<file path="src/rtl/pipe_pkg.sv">
// Shared types and constants for the handshaked pipeline-stage registers.
// Stage widths below are the defaults for each boundary of the 5-stage core.
package pipe_pkg;

  typedef enum logic [1:0] {
    ST_EMPTY = 2'd0,
    ST_ONE   = 2'd1,
    ST_FULL  = 2'd2
  } pipe_state_e;

  localparam int CTRL_MEMTOREG = 0;
  localparam int CTRL_REGWRITE = 1;

  localparam int IFID_DATA_W   = 64;
  localparam int IFID_CTRL_W   = 1;
  localparam int IDEX_DATA_W   = 106;
  localparam int IDEX_CTRL_W   = 8;
  localparam int EXMEM_DATA_W  = 69;
  localparam int EXMEM_CTRL_W  = 4;
  localparam int MEMWB_DATA_W  = 69;
  localparam int MEMWB_CTRL_W  = 2;
  localparam int BUBBLE_CNT_W  = 16;

  // Occupancy is fully described by the two valid flags.
  function automatic pipe_state_e stage_state(input logic main_vld, input logic skid_vld);
    if (!main_vld)     return ST_EMPTY;
    else if (!skid_vld) return ST_ONE;
    else               return ST_FULL;
  endfunction

endpackage

</file>
<file path="src/rtl/sat_counter.sv">
// Saturating up-counter for performance monitoring; holds at all-ones, cleared only by reset.
module sat_counter #(
  parameter int W = 16
) (
  input  logic         clock,
  input  logic         resetN,
  input  logic         inc,
  output logic [W-1:0] count
);

  logic [W-1:0] count_q;
  logic [W-1:0] count_d;

  always_comb begin
    count_d = count_q;
    if (inc && (count_q != {W{1'b1}})) count_d = count_q + 1'b1;
  end

  always_ff @(posedge clock or negedge resetN) begin
    if (!resetN) count_q <= '0;
    else         count_q <= count_d;
  end

  assign count = count_q;

endmodule

</file>
<file path="src/rtl/pipe_stage_hs.sv">
// Valid/ready pipeline register with one-entry skid buffer; 1-cycle latency, full throughput.
// inReady comes straight from the skid flag, so no combinational path from outReady.
module pipe_stage_hs
  import pipe_pkg::*;
#(
  parameter int DATA_W = 69,
  parameter int CTRL_W = 2,
  parameter int CNT_W  = 16
) (
  input  logic              clock,
  input  logic              resetN,
  input  logic              flush,
  input  logic              inValid,
  output logic              inReady,
  input  logic [DATA_W-1:0] inData,
  input  logic [CTRL_W-1:0] inCtrl,
  output logic              outValid,
  input  logic              outReady,
  output logic [DATA_W-1:0] outData,
  output logic [CTRL_W-1:0] outCtrl,
  output logic [CNT_W-1:0]  bubbleCount
);

  logic              mainValid_q, mainValid_d;
  logic [DATA_W-1:0] mainData_q,  mainData_d;
  logic [CTRL_W-1:0] mainCtrl_q,  mainCtrl_d;
  logic              skidValid_q, skidValid_d;
  logic [DATA_W-1:0] skidData_q,  skidData_d;
  logic [CTRL_W-1:0] skidCtrl_q,  skidCtrl_d;

  pipe_state_e state_w;
  logic        acceptIn;
  logic        acceptOut;

  assign state_w   = stage_state(mainValid_q, skidValid_q);
  assign inReady   = !skidValid_q;
  assign outValid  = mainValid_q;
  assign outData   = mainData_q;
  assign outCtrl   = mainValid_q ? mainCtrl_q : '0;
  assign acceptIn  = inValid & inReady;
  assign acceptOut = mainValid_q & outReady;

  always_comb begin
    mainValid_d = mainValid_q;
    mainData_d  = mainData_q;
    mainCtrl_d  = mainCtrl_q;
    skidValid_d = skidValid_q;
    skidData_d  = skidData_q;
    skidCtrl_d  = skidCtrl_q;
    if (flush) begin
      // Data registers keep stale contents; the valid gating hides them.
      mainValid_d = 1'b0;
      skidValid_d = 1'b0;
    end else begin
      case (state_w)
        ST_EMPTY: begin
          if (acceptIn) begin
            mainValid_d = 1'b1;
            mainData_d  = inData;
            mainCtrl_d  = inCtrl;
          end
        end
        ST_ONE: begin
          if (acceptIn && acceptOut) begin
            mainData_d = inData;
            mainCtrl_d = inCtrl;
          end else if (acceptIn) begin
            skidValid_d = 1'b1;
            skidData_d  = inData;
            skidCtrl_d  = inCtrl;
          end else if (acceptOut) begin
            mainValid_d = 1'b0;
          end
        end
        default: begin
          if (acceptOut) begin
            mainData_d  = skidData_q;
            mainCtrl_d  = skidCtrl_q;
            skidValid_d = 1'b0;
          end
        end
      endcase
    end
  end

  always_ff @(posedge clock or negedge resetN) begin
    if (!resetN) begin
      mainValid_q <= 1'b0;
      mainData_q  <= '0;
      mainCtrl_q  <= '0;
      skidValid_q <= 1'b0;
      skidData_q  <= '0;
      skidCtrl_q  <= '0;
    end else begin
      mainValid_q <= mainValid_d;
      mainData_q  <= mainData_d;
      mainCtrl_q  <= mainCtrl_d;
      skidValid_q <= skidValid_d;
      skidData_q  <= skidData_d;
      skidCtrl_q  <= skidCtrl_d;
    end
  end

  always_ff @(posedge clock) begin
    if (resetN) assert (!skidValid_q || mainValid_q);
  end

  sat_counter #(.W(CNT_W)) u_bubble_cnt (
    .clock  (clock),
    .resetN (resetN),
    .inc    (!mainValid_q && outReady),
    .count  (bubbleCount)
  );

endmodule

</file>
<file path="config.mk">
export PLATFORM = sky130hd
export DESIGN_NAME = pipe_stage_hs
export DESIGN_NICKNAME = d
export VERILOG_FILES = /design/src/rtl/pipe_pkg.sv /design/src/rtl/sat_counter.sv /design/src/rtl/pipe_stage_hs.sv
export SDC_FILE = /design/constraint.sdc
export NUM_CORES = 1
export LEC_CHECK = 0
export ABC_AREA = 1
export CORE_MARGIN = 3
export CORE_UTILIZATION = 51
export DETAILED_ROUTE_END_ITERATION = 16
export HOLD_SLACK_MARGIN = 0.12
export PLACE_DENSITY = 0.79
export REMOVE_ABC_BUFFERS = 1
export SLEW_MARGIN = 20
export SYNTH_ARGS = -nofsm -noshare
export SYNTH_HDL_FRONTEND = slang
export SYNTH_SLANG_ARGS = --single-unit
</file>
<file path="constraint.sdc">
create_clock -name clock -period 1.85 [get_ports clock]
set_input_delay 0.37 -clock clock [delete_from_list [all_inputs] [get_ports clock]]
set_output_delay 0.37 -clock clock [all_outputs]
set_load 0.05 [all_outputs]
</file>
==> metrics.csv <==
metric,value,unit
grt_max_degree,45,
clk_pin_slew,0.06,ns
nNetsFinal,1165,
first_pass_iters,6,
ioPinCount,165,
p_leak,5.18,nW
pwr-share-seq,38.0,%
power.density,1500,nW/um^2
cts_sinks,160,
ys_ff_latch,160,
gp_congestion,0.817,
synthCells,929,
cts_tree,yes,
relSlewSlack,68.6,%
fin_worst_skew,0.00618,ns
final_core_util,69.2,%
internal_power,0.00851,W
path_class,reg2out,
start_util,53.3,%
drtIter0Drc,517,
grt_use_total,22.8,%
required,1.48,ns
hold_viol,0,
layout_common_cells,"285 x nand2_1, 160 x dfrtp_1, 98 x buf_4",
hold_path_class,in2async,
worst_hold_slack,0.466,ns
tns,0,ns
reg2reg_from,u_bubble_cnt.count[1],
cts_max_level,4,
dieHeight,128,um
drv_cap,0,
crit_arrival,1.31,ns
place.port_buffers,164,
setup_violations,0,
cts_buffers,17,
max-vdd-ir-drop,0.00111,V
fin_area,9830,sq um
power_frac_comb,42.1,%
timing.rr.end,u_bubble_cnt.count[5],
synth_warnings,0,
syn_area,7570,sq um
synth_top_area_share,52.9,%
post-dp-hpwl,12.5,mm
wl_per_cell,14.3,um
vias,6488,
worst-path-max-fanout,5,
synthTopCellsByArea,"dfrtp_1 53%, nand2_1 14%, nand3_1 5.1%",
vias_per_cell,5.09,
placed_cells,1248,
p_sw,0.00622,W
grt_pass1_vias,6211,
drv_slew,0,
diodes,0,
p_clk_share,19.9,%
ys_types,25,
layout_worst_path_cycle_share,90.6,%
ys_seq_area_share,52.9,%
drive_gt1_share,17.0,%
tightestPinTransition,0.471,ns
clockBufferDepth,2,
grt_pass1_wl,30.0,mm
overflow,0,
worst_r2r_path_depth,8,
post_cts_resize_count,0,
cts_root_buffer,clkbuf_16,
wirelength,18.3,mm
antenna_left,0,
rows,43,
outcome,"complete, no violations",
area_growth_syn_to_layout,30.0,%
final_cell_count_no_fill,1275,
fp.dieW,128,um
grt_setup_unrepaired,false,
crit_path_start_kind,flop,
coreArea,14200,sq um
syn_area_per_cell,8.14,sq um
period_minus_slack,1.68,ns
fmax,597,MHz
place_area,9350,sq um
mostFrequentLayoutCell,nand2_1,
antenna_found_initial,0,
insertion_delay,0.41,ns
fillers,1163,
drcViolationCount,0,
end_kind,output port,
switching_share,42.2,%
die-area,16300,sq um
timing.reg2reg.setup_slack,0.27,ns
netlist.top_cell.by_area,dfrtp_1,
state kept, by name (all words and copies together) (netlist names):
name                flops
skidValid_q             1
outData                69
skidCtrl_q              2
outValid                1
skidData_q             69
u_bubble_cnt.count     16
mainCtrl_q              2
power groups by stage:
stage                     Clock, W  Sequential [W]  Combinational [W]
after floorplan                  0         0.00780            0.00177
after global placement           0         0.00559            0.00612
after detailed placement         0         0.00561            0.00625
after CTS                  0.00300         0.00559            0.00627
after global routing       0.00314         0.00574            0.00666
final                      0.00294         0.00560            0.00620
per-layer routing:
layer  track usage [%]  vias up  share of wire, %  routed length (um)
met2              36.1      202                48                8730
met5                 0        -                 0                   0
met4              8.24        0               2.2                 395
met3              4.50       28               5.7                1040
met1              31.3     3019                44                8110
li1                  -     3239                 -                   -
logic make-up (layout without fill, tap and decap cells):
logic type      Yosys count  in the layout  share of synthesized area (%)
xor+xnor                  7              7                          0.810
buf+inv                 144            310                           9.18
flops                   160            160                           52.9
compound gates          152            152                           11.7
simple gates            465            465                           25.2
fa+ha+maj                 1              1                          0.165
layout make-up:
| class | instances | area [sq um] | area share, % |
|---|---|---|---|
| clock buffers | 23 | 458 | 4.66 |
| clock inverters | 3 | 15.0 | 0.153 |
| multi-input cells | 625 | 2900 | 29.5 |
| inverters | 90 | 338 | 3.44 |
| well taps | 180 | 225 | 2.29 |
| flip-flops and latches | 160 | 4000 | 40.7 |
| repair buffers | 194 | 1900 | 19.3 |
Yosys cell counts:
master,count
nand2_1,286
dfrtp_1,160
nor2_1,88
inv_1,86
nand3_1,77
o21ai_0,58
a21oi_1,42
a21oi_2,30
clkbuf_1,20
o21ai_1,20
buf_6,15
buf_2,12
buf_4,7
xnor2_1,7
inv_2,4
nand4_1,4
nand2_2,3
nand2_4,2
nand3_2,2
a31o_2,1
ha_1,1
nand3b_1,1
nor2_2,1
nor3_4,1
o21ai_4,1
stage by stage:
stage | setup slack, ns | total power (W)
4_1_cts | 0.161 | 0.0149
3_3_place_gp | 0.0582 | 0.0117
5_1_grt | 0.0834 | 0.0155
2_1_floorplan | -1.47 | 0.00957
6_report | 0.174 | 0.0147
3_5_place_dp | -0.00451 | 0.0119
what timing repair did:
action	4_1_cts	5_1_grt
setup buffers	0	0
endpoints found under the hold margin	39	0
hold buffers	1	0
worst max-delay path: stages, from the launching register on:
cell and delay [ns]:
dfrtp_1 0.42, buf_4 0.19, nand2_1 0.06, inv_1 0.09, buf_12 0.14
worst max-delay path by stage:
stage	from	end	slack [ns]	cells after the start
after global routing	outValid	outCtrl[1]	0.08	4
after floorplan	outValid	mainCtrl_q[1]	-1.47	4
after CTS	outValid	outCtrl[0]	0.16	4
after global placement	inValid	skidData_q[26]	0.06	8
after detailed placement	outReady	u_bubble_cnt.count[5]	-0.005	6
final	outValid	outCtrl[0]	0.17	4
Power figures use the tool's default switching activity.
